[config.mk]
export PLATFORM = sky130hd
export DESIGN_NAME = des_cbc
export DESIGN_NICKNAME = d
export VERILOG_FILES = /design/src/rtl/des_cbc.sv
export SDC_FILE = /design/constraint.sdc
export NUM_CORES = 1
export LEC_CHECK = 0
export BUFFER_PORTS_ARGS = -buffer_cell sky130_fd_sc_hd__buf_4
export CORE_UTILIZATION = 35
export DETAILED_ROUTE_END_ITERATION = 6
export GPL_TIMING_DRIVEN = 0
export SYNTH_ARGS = -nofsm -noshare
export SYNTH_HDL_FRONTEND = slang
export SYNTH_SLANG_ARGS = --single-unit
export TNS_END_PERCENT = 30
[constraint.sdc]
create_clock -name clk_i -period 2.1 [get_ports clk_i]
set_clock_uncertainty 0.1 [all_clocks]
set_input_delay 0.21 -clock clk_i [delete_from_list [all_inputs] [get_ports clk_i]]
set_output_delay 0.21 -clock clk_i [all_outputs]
set_load 0.01 [all_outputs]
[src/rtl/des_cbc.sv]
// CBC chaining controller in front of the des core; one block in flight at a time.
// Latency: upstream xfer at n -> des_valid_o at n+1; core result xfer at m -> valid_o at m+1.
// Backpressure: accept_o only in IDLE; valid_o/data_o hold in OUT until accept_i; no skid path.
//
// Ports:
//   clk_i, reset_i (sync, active-low)
//   upstream   : start_i, mode_i, key_i, iv_i, data_i, valid_i -> accept_o
//   downstream : data_o, valid_o <- accept_i
//   core side  : des_mode_o, des_key_o, des_data_o, des_valid_o <- des_accept_i
//                des_data_i, des_valid_i -> des_accept_o
module des_cbc (
    input  logic        clk_i,
    input  logic        reset_i,
    input  logic        start_i,
    input  logic        mode_i,
    input  logic [0:63] key_i,
    input  logic [0:63] iv_i,
    input  logic [0:63] data_i,
    input  logic        valid_i,
    output logic        accept_o,
    output logic [0:63] data_o,
    output logic        valid_o,
    input  logic        accept_i,
    output logic        des_mode_o,
    output logic [0:63] des_key_o,
    output logic [0:63] des_data_o,
    output logic        des_valid_o,
    input  logic        des_accept_i,
    input  logic [0:63] des_data_i,
    input  logic        des_valid_i,
    output logic        des_accept_o
);

    typedef enum logic [1:0] {
        ST_IDLE = 2'd0,
        ST_SEND = 2'd1,
        ST_WAIT = 2'd2,
        ST_OUT  = 2'd3
    } state_t;

    state_t      state_q, state_d;
    logic [0:63] chain_q, chain_d;
    logic [0:63] held_q, held_d;       // input block as received; the next chain value when decrypting
    logic        mode_q, mode_d;
    logic [0:63] key_q, key_d;
    logic [0:63] des_data_q, des_data_d;
    logic [0:63] data_out_q, data_out_d;
    logic        accept_q, accept_d;
    logic        valid_q, valid_d;
    logic        des_valid_q, des_valid_d;
    logic        des_accept_q, des_accept_d;
    logic [0:63] chain_src;

    always_comb begin
        state_d    = state_q;
        chain_d    = chain_q;
        held_d     = held_q;
        mode_d     = mode_q;
        key_d      = key_q;
        des_data_d = des_data_q;
        data_out_d = data_out_q;
        chain_src  = start_i ? iv_i : chain_q;

        case (state_q)
            ST_IDLE: begin
                // accept_q is low for the first cycle after reset, so gate on it too
                if (accept_q && valid_i) begin
                    mode_d     = mode_i;
                    key_d      = key_i;
                    held_d     = data_i;
                    des_data_d = mode_i ? data_i : (data_i ^ chain_src);
                    if (start_i) begin
                        chain_d = iv_i;
                    end
                    state_d = ST_SEND;
                end
            end
            ST_SEND: begin
                if (des_valid_q && des_accept_i) begin
                    state_d = ST_WAIT;
                end
            end
            ST_WAIT: begin
                if (des_accept_q && des_valid_i) begin
                    if (!mode_q) begin
                        data_out_d = des_data_i;
                        chain_d    = des_data_i;
                    end else begin
                        data_out_d = des_data_i ^ chain_q;
                        chain_d    = held_q;
                    end
                    state_d = ST_OUT;
                end
            end
            ST_OUT: begin
                if (valid_q && accept_i) begin
                    state_d = ST_IDLE;
                end
            end
            default: state_d = ST_IDLE;
        endcase

        // Handshake outputs are registered copies of the next state
        accept_d     = (state_d == ST_IDLE);
        des_valid_d  = (state_d == ST_SEND);
        des_accept_d = (state_d == ST_WAIT);
        valid_d      = (state_d == ST_OUT);
    end

    always_ff @(posedge clk_i) begin
        if (!reset_i) begin
            state_q      <= ST_IDLE;
            chain_q      <= '0;
            held_q       <= '0;
            mode_q       <= 1'b0;
            key_q        <= '0;
            des_data_q   <= '0;
            data_out_q   <= '0;
            accept_q     <= 1'b0;
            valid_q      <= 1'b0;
            des_valid_q  <= 1'b0;
            des_accept_q <= 1'b0;
        end else begin
            state_q      <= state_d;
            chain_q      <= chain_d;
            held_q       <= held_d;
            mode_q       <= mode_d;
            key_q        <= key_d;
            des_data_q   <= des_data_d;
            data_out_q   <= data_out_d;
            accept_q     <= accept_d;
            valid_q      <= valid_d;
            des_valid_q  <= des_valid_d;
            des_accept_q <= des_accept_d;
        end
    end

    assign accept_o     = accept_q;
    assign data_o       = data_out_q;
    assign valid_o      = valid_q;
    assign des_mode_o   = mode_q;
    assign des_key_o    = key_q;
    assign des_data_o   = des_data_q;
    assign des_valid_o  = des_valid_q;
    assign des_accept_o = des_accept_q;

endmodule

-- Yosys cells after proc, flatten, opt, wreduce, memory -nomap -nowiden
Index checks and enable logic that the tools add are counted.
- register bits after elaboration: 327
- bits of input ports: 264
- output and inout port bits: 197
- logic and storage cells: 43
- eq/ne operators: 8
- multiplexer cells: 12
- bitwise logic cells: 2
- reduce and logical (&&, ||, !) cells: 10
- operators by type and width (cell ; number):
    $mux 64 ; 6
    $pmux 64 s2 ; 1
    $xor 64x64->64 ; 2
    $eq 2x2->1 const B ; 4
    $mux 2 ; 4
    $pmux 2 s4 ; 1
    $eq 2x1->1 const B ; 2
    $logic_and 1x1->1 ; 4
    $logic_not 2->1 ; 2
    $ne 2x2->1 const B ; 2
    $reduce_and 2->1 ; 2
    $reduce_and 3->1 ; 1
    $reduce_bool 2->1 ; 1

-- Logic depth before layout (Yosys ltp)
Gate-level depths: netlist (run 1).
- depth in word-level cells: 4
- depth in mapped cells: 6
- depth with buffers taken out: 3

-- Worst setup path before layout (run 1)
No wires, ideal clock.
- path type: reg-to-reg
- start point: register state_q[1]
- end point: register chain_q[36] (netlist bit)
- library setup time: 73 ps
- data arrival time: 1383 ps
- required time: 1927 ps
- slack: 544 ps
- cell stages (with the launch flop): 6
- path buffers: 2
- period minus slack after synthesis: 1556 ps
- path through: dfxtp_1 > nor2b_1 > buf_2 > buf_2 > mux2_2 > o22ai_2
- cells in the longest elaborated chain, start to end: 3
- elaborated cells on any way between the ends: 7
- classes of those cells: eq/ne: 3; mux: 1; reduce/logical: 3
- ends and longest elaborated chain (item ; line ; RTL):
    start: declaration ; 41 ; state_t state_q, state_d;
    start signal: assignment ; 124 ; state_q <= state_d;
    $eq 2x2->1 / $logic_not 2->1 (equally long branches) ; 64 ; case (state_q)
    $ne 2x2->1 (no line) / $reduce_bool 2->1 (equally long branches) ; - ;
    $reduce_and 3->1 (no line) ; - ;
    end signal: assignment ; 125 ; chain_q <= chain_d;
    end: declaration ; 42 ; logic [0:63] chain_q, chain_d;
Parallel ways exist; a longest one is shown, timed or not.
A chain may end at the register's enable or synchronous reset.

-- Worst setup path after layout (run 1)
- start point: register state_q[1]
- end point: register chain_q[25] (netlist bit)
The elaborated chain is that of the path after synthesis.

==> results of run 1 <==
## sequential cells by signal, summed over array words and instances, names as in the netlist
register / count
valid_o: 1
des_valid_o: 1
chain_q: 64
accept_o: 1
des_key_o: 64
data_o: 64
des_accept_o: 1
state_q: 2
held_q: 64
des_data_o: 64
des_mode_o: 1
## power breakdown
part	internal (uW)	switching, uW
clock network	3850	2670
logic	1410	1470
registers	6530	204
## what timing repair did
| item | CTS | global route |
|---|---|---|
| resized for setup | 6 | 14 |
| cloned | 0 | 0 |
| endpoints found under the setup margin | 85 | 68 |
| hold endpoints to repair | 259 | 0 |
| hold buffers | 225 | 0 |
## metrics by stage
step           setup WS, ps  cell area (sq um)  hold WS [ps]  instances  utilization
2_1_floorplan           544              14800           246       1718            -
3_3_place_gp           -208              18900           342       2714        0.453
3_5_place_dp           -222              18900           347       2714        0.453
4_1_cts                68.4              22400         0.112       3004        0.535
5_1_grt               -41.0              22400          3.63       3005        0.536
6_report               65.0              22400          15.2       3005        0.536
## cell usage in the layout, fill, tap and decap left out, drive strengths merged
cell type    Yosys  final
buf             90    542
nand2          387    387
dfxtp          327    327
dlygate4sd3      0    225
a21oi          130    130
o21ai          129    129
mux2i          128    128
clkbuf          60    122
nor2            66     66
a31oi           66     66
a211oi          65     65
mux2            64     64
or3             64     64
xor2            64     64
o22ai           64     64
clkinv           1      7
diode            0      2
o211a            2      2
nor3             2      2
nor4bb           1      1
and4b            1      1
or2              1      1
nor2b            1      1
and2             1      1
a2111oi          1      1
nand2b           1      1
nand4bb          1      1
a31o             1      1
bufinv           0      1
## area by class of cell
type	count	area, sq um	area share
clock buffer	58	1140	0.0508
tap	539	674	0.0301
sequential	327	6550	0.292
antenna	2	5.00	0.000223
clock inverter	7	60.1	0.00268
timing repair buffer	682	5680	0.254
inverter	1	3.75	0.000167
buffer	149	817	0.0364
multi-input combinational	1240	7490	0.334
## layer usage
metal | wire length, microns | vias to the layer above
met5 | 11 | -
met4 | 1920 | 2
met3 | 3760 | 121
met2 | 27100 | 604
met1 | 25900 | 7342
li1 | - | 7464
## worst register-to-register path, cell delays in order (launching register included)
cell     delay [ps]
dfxtp_1         450
nor2b_1         150
buf_2           340
buf_2           370
mux2_2          390
o22ai_1         160
## kinds of logic (layout without fill, tap and decap cells)
group / count (synthesis) / in the layout
AOI/OAI and AO/OA: 458 / 458
xor gates and xnor gates: 64 / 64
buffers and inverters: 151 / 897
DFF: 327 / 327
muxes: 192 / 192
other: 0 / 2
and+or+nand+nor: 526 / 526
## how the worst max path moves through the flow
stage	endpoint	slack, ps	cells after the start
after global routing	des_key_o[33]	-40	5
after detailed placement	held_q[3]	-220	5
after floorplan	chain_q[36]	540	5
after CTS	held_q[3]	70	5
final	chain_q[25]	60	5
after global placement	state_q[1]	-210	5
==> summary.txt, run 1 <==
Outcome
  • Outcome: completed

Placement
  • Dpl hpwl: 42.4 mm
  • Routability cong.: 0.856
  • Port Buffers: 457

Detailed routing
  • Initial DRT Pass Iterations: 5
  • Routed wire length: 58.7 mm
  • Antenna Nets Post-Route: 0
  • Post-DR wirelength/cell: 19.5 microns
  • Starting DRT DRC Count: 831
  • Drc violations: 0
  • Total vias in the final route: 15500
  • Via-per-instance ratio: 5.17

Critical path
  • CP max stage delay: 450 ps
  • Required @ worst endpoint: 2480 ps
  • CP cell instances: nor2b_1, buf_2, buf_2, mux2_2, o22ai_1
  • Most used cell, CP: buf_2
  • Worst Setup SP: state_q[1]
  • Reg-to-Reg Start: state_q[1]
  • Reg-to-Reg End: chain_q[25]
  • Crit path launch type: flip-flop
  • Crit Path Class: flip-flop to flip-flop
  • Worst R2R Setup Slack: 60 ps
  • WP buf/inv: 2
  • CP Data Arrival Time: 2410 ps
  • Critical path's slowest cell: dfxtp_1
  • Top delay family on crit path: buffers and inverters
  • Worst Path Max Fanout: 10
  • Worst R2R Path Depth: 5
  • Crit. End Element: flip-flop

Global route
  • Initial antenna violation count: 4
  • Pin count of the biggest net entering global routing: 13
  • GRT Total Usage: 0.264
  • M2 GR Usage: 0.425
  • GRT met3 Usage: 0.0490
  • First-pass GRT wire length: 89.1 mm
  • Vias in the first global route: 15500
  • Most Crowded Layer GR: met2
  • Met1 global-route usage: 0.347
  • Total congestion overflow: 0

Synth
  • Xor-xnor portion of the synthesized cell area: 0.0378
  • Synth Area in Adders: 0
  • Main synth FF type: dfxtp_1
  • Synth top cells by count: 387 x nand2_1, 327 x dfxtp_1, 130 x a21oi_1, 128 x mux2i_1, 114 x o21ai_0
  • EDFF count, synth: 0
  • Seq/Total Area, Yosys: 0.441
  • Post-Syn Instances: 1718
  • Yosys top cell area share: 0.441
  • Synth area leader: dfxtp_1
  • Synth async-reset ratio: 0
  • Synth Area in Compound Gates: 0.186
  • Mapped Area: 0.0148 sq mm
  • Syn_nets: 1982
  • Synth Register Bits: 327
  • Post-synthesis mux area share: 0.135
  • Netlist cell types: 32
  • Largest family of logic cells by synthesized area: compound AO/OA/AOI/OAI gates
  • Post-Synth Simple-Gate Area: 0.146
  • Synth area leaders: dfxtp_1 44%, nand2_1 9.8%, mux2i_1 8.6%
  • Avg Cell Area, Syn: 8.63 sq um
  • Syn. warnings: 0
  • Most common cell in the netlist: nand2_1

Min path
  • Hold Path Origin: iv_i[30]
  • Hold endpoint: des_data_o[30]
  • Min-Delay Path Class: input port to flip-flop
  • Hold path depth: 4

Clocking
  • CTS H-tree lvls: 2
  • Clk_lat worst skew: 550 ps
  • Clk sinks: 327
  • Root buffer cell: clkbuf_16
  • Clock Tree Buf Depth: 3
  • TritonCTS clock tree: done
  • Num CTS Buffers: 38
  • Clock transition at path regs: 60 ps
  • Post-CTS Setup Inserts: 0

STA
  • Slew @ Worst Pin: 951 ps
  • Worst relative slew slack: 0.366
  • Fin. max-slew vios: 0
  • RSZ-0062 raised after global routing: yes
  • Fin crit share: 0.969
  • Setup-failing EPs final: 0
  • Fin crit period: 2040 ps
  • Total Neg Setup Slack: 0 ps
  • Fin. Hold Viols: 0
  • Fmax achieved: 491 MHz

Floorplan
  • DIE HEIGHT: 208 microns
  • Core box area: 0.0419 sq mm
  • Top Ports: 461
  • Initial Util: 0.354
  • Die W: 208 microns
  • Rows: 75
  • Die area: 0.0432 sq mm

Job
  • Total of max-cap violations: 0

Finish
  • FILL cells: 3856
  • Layout cells sized above 1: 0.280
  • Net count, final: 2703
  • Syn-to-layout area delta: 51.1%

Power
  • Max IR drop VDD: 404 uV
  • Total power: 16100 uW
  • Lkg Pwr: 0.00886 uW
  • Pwr dens: 719 mW/mm^2
No activity file was read; power rests on OpenSTA's default activity.
==> inputs of run 2 (changes only) <==
--- a/config.mk
+++ b/config.mk
@@ -5,10 +5,12 @@
 export SDC_FILE = /design/constraint.sdc
 export NUM_CORES = 1
 export LEC_CHECK = 0
-export BUFFER_PORTS_ARGS = -buffer_cell sky130_fd_sc_hd__buf_4
-export CORE_UTILIZATION = 35
+export CORE_AREA = 2 2 178 180
 export DETAILED_ROUTE_END_ITERATION = 6
+export DIE_AREA = 0 0 180 182
+export DONT_BUFFER_PORTS = 1
 export GPL_TIMING_DRIVEN = 0
+export SKIP_LAST_GASP = 1
 export SYNTH_ARGS = -nofsm -noshare
 export SYNTH_HDL_FRONTEND = slang
 export SYNTH_SLANG_ARGS = --single-unit
==> run 2 against run 1 <==
- flip-flop and latch count unchanged
- largest cell class unchanged
- total power shrank 2.1%
- hold slack better by 2.2 ps
- core utilization rose by 8.5 points
- critical path depth unchanged
==> summary.txt, run 2 (same netlist as run 1, synthesis figures left out) <==
Outcome
  • Outcome: completed (unchanged)

Placement
  • Post-place setup slack: -344 ps (was -222 ps)
  • Routability cong.: 0.854 (was 0.856)
  • Dpl hpwl: 36.6 mm (was 42.4 mm)
  • Port Buffers: 0 (was 457)

STA
  • RSZ-0062 raised after global routing: yes (unchanged)
  • Setup ws final: 76.6 ps (was 65.0 ps)
  • Slew @ Worst Pin: 1320 ps (was 951 ps)
  • Fin crit share: 0.964 (was 0.969)
  • Fin. Hold Viols: 0 (unchanged)
  • Setup-failing EPs final: 0 (unchanged)
  • Fin. max-slew vios: 0 (unchanged)
  • Fin crit period: 2020 ps (was 2040 ps)
  • Fmax achieved: 494 MHz (was 491 MHz)
  • Worst relative slew slack: 0.122 (was 0.366)

Floorplan
  • DIE HEIGHT: 182 microns (was 208 microns)
  • Die W: 180 microns (was 208 microns)
  • Core box area: 0.0310 sq mm (was 0.0419 sq mm)
  • Rows: 65 (was 75)
  • Die area: 0.0328 sq mm (was 0.0432 sq mm)
  • Top Ports: 461 (unchanged)
  • Initial Util: 0.479 (was 0.354)

Critical path
  • Worst Path Max Fanout: 10 (unchanged)
  • Reg-to-Reg Start: state_q[1] (unchanged)
  • Top delay family on crit path: buffers and inverters (unchanged)
  • Required @ worst endpoint: 2450 ps (was 2480 ps)
  • Critical path's slowest cell: buf_1 (was dfxtp_1)
  • CP max stage delay: 470 ps (was 450 ps)
  • CP Data Arrival Time: 2370 ps (was 2410 ps)
  • CP cell instances: nand4bb_1, buf_2, buf_1, nand2_1, a21oi_1 (was nor2b_1, buf_2, buf_2, mux2_2, o22ai_1)
  • Crit. End Element: flip-flop (unchanged)
  • Crit path launch type: flip-flop (unchanged)
  • Crit Path Class: flip-flop to flip-flop (unchanged)
  • Worst Setup SP: state_q[1] (unchanged)
  • WP buf/inv: 2 (unchanged)

Clocking
  • Root buffer cell: clkbuf_16 (unchanged)
  • TritonCTS clock tree: done (unchanged)
  • Clk sinks: 327 (unchanged)
  • Num CTS Buffers: 37 (was 38)
  • Post-CTS Setup Inserts: 0 (unchanged)
  • CTS H-tree lvls: 2 (unchanged)
  • Clock transition at path regs: 60 ps (about the same)
  • Clock Tree Buf Depth: 3 (unchanged)
  • Clk_lat worst skew: 520 ps (was 550 ps)

Power
  • Max IR drop VDD: 502 uV (was 404 uV)
  • Total power: 15800 uW (was 16100 uW)
  • Pwr dens: 821 mW/mm^2 (was 719 mW/mm^2)
  • Lkg Pwr: 0.00672 uW (was 0.00886 uW)

Global route
  • Pin count of the biggest net entering global routing: 14 (was 13)
  • GRT Total Usage: 0.312 (was 0.264)
  • Total congestion overflow: 0 (unchanged)
  • First-pass GRT wire length: 81.0 mm (was 89.1 mm)
  • Vias in the first global route: 13900 (was 15500)
  • Initial antenna violation count: 2 (was 4)

Detailed routing
  • Total vias in the final route: 14200 (was 15500)
  • Initial DRT Pass Iterations: 7 (was 5)
  • Drc violations: 0 (unchanged)
  • Starting DRT DRC Count: 1029 (was 831)
  • Antenna Nets Post-Route: 0 (unchanged)
  • Via-per-instance ratio: 5.79 (was 5.17)
  • Post-DR wirelength/cell: 21.8 microns (was 19.5 microns)
  • Routed wire length: 53.3 mm (was 58.7 mm)

Finish
  • Layout cells sized above 1: 0.115 (was 0.280)
  • Most frequent cells in the layout: 387 x nand2_1, 327 x dfxtp_1, 259 x dlygate4sd3_1 (was 490 x buf_4, 387 x nand2_1, 327 x dfxtp_1)
  • Net count, final: 2280 (was 2703)
  • Most common cell after layout, fill and taps aside: nand2_1 (was buf_4)
  • Syn-to-layout area delta: 29.6% (was 51.1%)

Job
  • Total of max-cap violations: 0 (unchanged)

Min path
  • Hold Path Origin: des_accept_i (was iv_i[30])
  • Min-Delay Path Class: input port to flip-flop (unchanged)
run 2: path summary, 6_finish.rpt:
| kind | end | slack (ps) | cells past startpoint |
|---|---|---|---|
| setup / recovery | held_q[6] | 80 | 5 |
| hold reg to reg | held_q[62] | 360 | 2 |
| setup reg to reg | held_q[6] | 80 | 5 |
| hold / removal | state_q[0] | 20 | 3 |
run 2: layout make-up:
cell class	instances	area, sq um
well taps	402	503
diodes	2	5.00
clock inverters	8	121
inverters	1	3.75
repair buffers	259	2590
multi-input cells	1240	7490
fillers	2681	11800
plain buffers	150	813
clock buffers	58	1160
flip-flops and latches	327	6550
run 2: what timing repair did:
item | CTS | global route
gates resized for setup | 1 | 16
hold endpoints to repair | 326 | 0
endpoints found under the setup margin | 10 | 142
hold buffers | 259 | 0
run 2: report_power, final:
part           internal, uW  switching, uW  total, uW  leakage (uW)
combinational           923           1190       2110       0.00344
sequential             6530            347       6880       0.00266
clock                  4150           2650       6800      0.000628
total                 11600           4180      15800       0.00672
run 2: through the flow:
step	hold slack [ps]	area, sq um	instances	setup TNS, ps	utilization
2_1_floorplan	246	14800	1718	0	-
3_3_place_gp	248	15300	2120	-17610	0.495
3_5_place_dp	252	15300	2120	-20660	0.495
4_1_cts	4.32	19200	2445	0	0.620
5_1_grt	18.2	19200	2447	-800	0.621
6_report	17.4	19200	2447	0	0.621
run 2: per-layer routing:
layer	GRT usage	vias to the layer above	share of wire
li1	-	6626	-
met1	0.402	6740	0.42
met2	0.520	672	0.47
met3	0.0710	122	0.082
met4	0.103	0	0.030
met5	0	-	0
run 2: worst min-delay path: stages:
cell       delay (ps)
a21oi_1           200
a2111oi_4         100
nor2_1             90
==> inputs of run 3 (changes only) <==
--- a/config.mk
+++ b/config.mk
@@ -5,11 +5,13 @@
 export SDC_FILE = /design/constraint.sdc
 export NUM_CORES = 1
 export LEC_CHECK = 0
-export CORE_AREA = 2 2 178 180
+export ABC_AREA = 1
+export CORE_AREA = 2 2 180 182
 export DETAILED_ROUTE_END_ITERATION = 6
-export DIE_AREA = 0 0 180 182
+export DIE_AREA = 0 0 182 184
 export DONT_BUFFER_PORTS = 1
 export GPL_TIMING_DRIVEN = 0
+export PLACE_DENSITY = 0.66
 export SKIP_LAST_GASP = 1
 export SYNTH_ARGS = -nofsm -noshare
 export SYNTH_HDL_FRONTEND = slang
==> run 3 against run 2 <==
- the flow now finishes with violations (setup timing)
- die area rose by 2.2%
- flip-flop and latch count did not move
- largest power group unchanged
- via count rose by 28%
- sequential power rose by 3.3%
- highest routed layer unchanged
- fmax fell by 6.2%
- global-route usage rose by 7.2 points
- critical path type unchanged
- cell area rose by 6.4%
- synthesized cell count rose by 50%
- total power rose by 5.5%
- register-to-register slack got worse by 130 ps
- setup slack got worse by 130 ps
- sequential share of layout area fell by 2.0 points
==> summary.txt, run 3 <==
Outcome
  • Outcome: complete, but fails checks (was completed)
  • Failing checks: setup timing

Floorplan
  • Initial Util: 0.513 (was 0.479)
  • Rows: 65 (unchanged)
  • Die W: 182 microns (was 180 microns)
  • Top Ports: 461 (unchanged)
  • DIE HEIGHT: 184 microns (was 182 microns)
  • Die area: 0.0335 sq mm (was 0.0328 sq mm)
  • Core box area: 0.0314 sq mm (was 0.0310 sq mm)

STA
  • Slew @ Worst Pin: 966 ps (was 1320 ps)
  • Fmax achieved: 464 MHz (was 494 MHz)
  • Fin. Hold Viols: 0 (unchanged)
  • Setup ws final: -57.0 ps (was 76.6 ps)
  • Total Neg Setup Slack: -351 ps (was 0 ps)
  • Worst relative slew slack: 0.356 (was 0.122)
  • RSZ-0062 raised after global routing: yes (unchanged)
  • Fin. max-slew vios: 0 (unchanged)
  • Hold WS: 32.4 ps (was 17.4 ps)
  • Setup-failing EPs final: 10 (was 0)
  • Fin crit period: 2160 ps (was 2020 ps)
  • Fin crit share: 1.03 (was 0.964)

Global route
  • Initial antenna violation count: 6 (was 2)
  • First-pass GRT wire length: 99.0 mm (was 81.0 mm)
  • Pin count of the biggest net entering global routing: 14 (unchanged)
  • Vias in the first global route: 17500 (was 13900)
  • GRT Total Usage: 0.384 (was 0.312)
  • Total congestion overflow: 0 (unchanged)

Power
  • Combinational share of power: 0.167 (was 0.134)
  • Switch Pwr: 4960 uW (was 4180 uW)
  • Seq pwr share: 0.427 (was 0.436)
  • Total power: 16700 uW (was 15800 uW)
  • Pwr dens: 814 mW/mm^2 (was 821 mW/mm^2)
  • Clk pwr share: 0.406 (was 0.431)
  • Switching part of the total: 0.298 (was 0.265)
  • Max IR drop VDD: 717 uV (was 502 uV)
  • P_int: 11700 uW (was 11600 uW)
  • Lkg Pwr: 0.00930 uW (was 0.00672 uW)

Clocking
  • Root buffer cell: clkbuf_16 (unchanged)
  • CTS H-tree lvls: 2 (unchanged)
  • Num CTS Buffers: 38 (was 37)
  • Clock Tree Buf Depth: 3 (unchanged)
  • Clock transition at path regs: 60 ps (about the same)
  • Clk sinks: 327 (unchanged)
  • TritonCTS clock tree: done (unchanged)
  • Clk_lat worst skew: 540 ps (was 520 ps)

Placement
  • Port Buffers: 0 (unchanged)
  • Dpl hpwl: 46.2 mm (was 36.6 mm)
  • Post-place setup slack: -192 ps (was -344 ps)
  • Placed inst area: 0.0166 sq mm (was 0.0153 sq mm)
  • Routability cong.: 0.921 (was 0.854)

Critical path
  • Critical path's slowest cell: clkbuf_1 (was buf_1)
  • CP cell instances: nand2_1, inv_1, nand2_1, buf_2, clkbuf_1, a21oi_1, nand2_1, nor2_1 (was nand4bb_1, buf_2, buf_1, nand2_1, a21oi_1)
  • Crit path launch type: flip-flop (unchanged)
  • CP max stage delay: 600 ps (was 470 ps)
  • Worst R2R Path Depth: 8 (was 5)
  • CP Data Arrival Time: 2490 ps (was 2370 ps)
  • Most used cell, CP: nand2_1
  • Crit. End Element: flip-flop (unchanged)
  • Crit Path Class: flip-flop to flip-flop (unchanged)
  • Required @ worst endpoint: 2430 ps (was 2450 ps)
  • Worst Path Max Fanout: 10 (unchanged)
  • Worst R2R Setup Slack: -60 ps (was 80 ps)
  • Top delay family on crit path: buffers and inverters (unchanged)
  • Reg-to-Reg End: des_data_o[22] (was held_q[6])
  • WP buf/inv: 3 (was 2)
  • Reg-to-Reg Start: accept_o (was state_q[1])

Synth
  • Synth area leaders: dfxtp_1 41%, nand2_1 17%, nor2_1 11% (was dfxtp_1 44%, nand2_1 9.8%, mux2i_1 8.6%)
  • Main synth FF type: dfxtp_1 (unchanged)
  • Post-Syn Instances: 2573 (was 1718)
  • Syn_nets: 2837 (was 1982)
  • EDFF count, synth: 0 (unchanged)
  • Mapped Area: 0.0161 sq mm (was 0.0148 sq mm)
  • Netlist cell types: 17 (was 32)
  • Avg Cell Area, Syn: 6.26 sq um (was 8.63 sq um)
  • Most common cell in the netlist: nand2_1 (unchanged)
  • Synth area leader: dfxtp_1 (unchanged)
  • Seq/Total Area, Yosys: 0.406 (was 0.441)
  • Synth top cells by count: 714 x nand2_1, 475 x nor2_1, 327 x dfxtp_1, 270 x inv_1, 239 x a21oi_1 (was 387 x nand2_1, 327 x dfxtp_1, 130 x a21oi_1, 128 x mux2i_1, 114 x o21ai_0)
  • Synth async-reset ratio: 0 (unchanged)
  • Yosys top cell area share: 0.406 (was 0.441)
  • Synth Register Bits: 327 (unchanged)
  • Syn. warnings: 0 (unchanged)

Detailed routing
  • Starting DRT DRC Count: 1622 (was 1029)
  • Initial DRT Pass Iterations: 5 (was 7)
  • Antenna Nets Post-Route: 0 (unchanged)
  • Via-per-instance ratio: 5.50 (was 5.79)
  • Drc violations: 0 (unchanged)
  • Routed wire length: 66.8 mm (was 53.3 mm)
  • Total vias in the final route: 18200 (was 14200)
  • Post-DR wirelength/cell: 20.2 microns (was 21.8 microns)

Min path
  • Hold path depth: 6 (was 3)
  • Hold endpoint: chain_q[35] (was state_q[0])
  • Hold Path Origin: iv_i[35] (was des_accept_i)
  • Min-Delay Path Class: input port to flip-flop (unchanged)

Job
  • Total of max-cap violations: 0 (unchanged)

Finish
  • Post-route cell area: 0.0205 sq mm (was 0.0192 sq mm)
  • Net count, final: 3130 (was 2280)
  • Layout cells sized above 1: 0.0560 (was 0.115)
  • Most common cell after layout, fill and taps aside: nand2_1 (unchanged)
  • Most frequent cells in the layout: 713 x nand2_1, 475 x nor2_1, 327 x dfxtp_1 (was 387 x nand2_1, 327 x dfxtp_1, 259 x dlygate4sd3_1)
  • Syn-to-layout area delta: 26.9% (was 29.6%)
[run 3: worst max-delay path by stage]
| stage | from | to | slack, ps | depth (start not counted) |
|---|---|---|---|---|
| after global routing | accept_o | des_data_o[14] | -120 | 8 |
| after CTS | des_mode_o | chain_q[25] | -120 | 7 |
| after detailed placement | des_mode_o | chain_q[55] | -190 | 7 |
| after global placement | accept_o | des_data_o[24] | -170 | 7 |
| final | accept_o | des_data_o[22] | -60 | 8 |
| after floorplan | des_mode_o | chain_q[15] | 670 | 7 |
[run 3: power by group through the flow]
stage                     clock, uW  combinational [uW]  sequential (uW)
final                          6760                2790             7110
after global routing           7020                3070             7140
after CTS                      6760                2700             7090
after detailed placement          0                2250             7220
after global placement            0                2200             7210
after floorplan                   0                1600             7110
[run 3: cell type report]
type / count / area [sq um]
timing repair buffer: 253 / 2530
clock buffer: 53 / 1100
multi-input combinational: 1810 / 7830
antenna: 6 / 15.0
inverter: 273 / 1020
tap: 402 / 503
fill: 2824 / 10900
clock inverter: 15 / 156
buffer: 163 / 753
sequential: 327 / 6550
[run 3: kinds of logic (layout without fill, tap and decap cells)]
logic type | after synthesis | in the layout | share of synthesized area
compound gates | 461 | 461 | 0.143
simple gates | 1285 | 1285 | 0.307
buf+inv | 436 | 757 | 0.109
other cells | 0 | 6 | 0
flops | 327 | 327 | 0.406
xor+xnor | 64 | 64 | 0.0348
[run 3: worst register-to-register path, cell delays in order (launching register included)]
cell and delay [ps]:
dfxtp_1 350, nand2_1 160, inv_1 60, nand2_1 70, buf_2 430, clkbuf_1 600, a21oi_1 150, nand2_1 100
nor2_1 50
[run 3: metal layers]
layer,vias to the layer above,part of all wire,track usage
met5,-,0,0
li1,8534,-,-
met3,228,0.11,0.107
met4,0,0.052,0.209
met2,1110,0.46,0.647
met1,8282,0.38,0.444
[run 3: timing repair]
| item | in CTS | in global routing |
|---|---|---|
| buffers inserted | 0 | 0 |
| hold endpoints to repair | 326 | 0 |
| gates resized for setup | 4 | 21 |
| hold buffers | 253 | 0 |
| setup endpoints to repair | 95 | 153 |
[run 3: per-stage QoR]
step / instances / util
final: 3302 / 0.652
after global routing: 3301 / 0.651
after CTS: 3296 / 0.650
after detailed placement: 2975 / 0.529
after global placement: 2975 / 0.529
after floorplan: 2573 / -
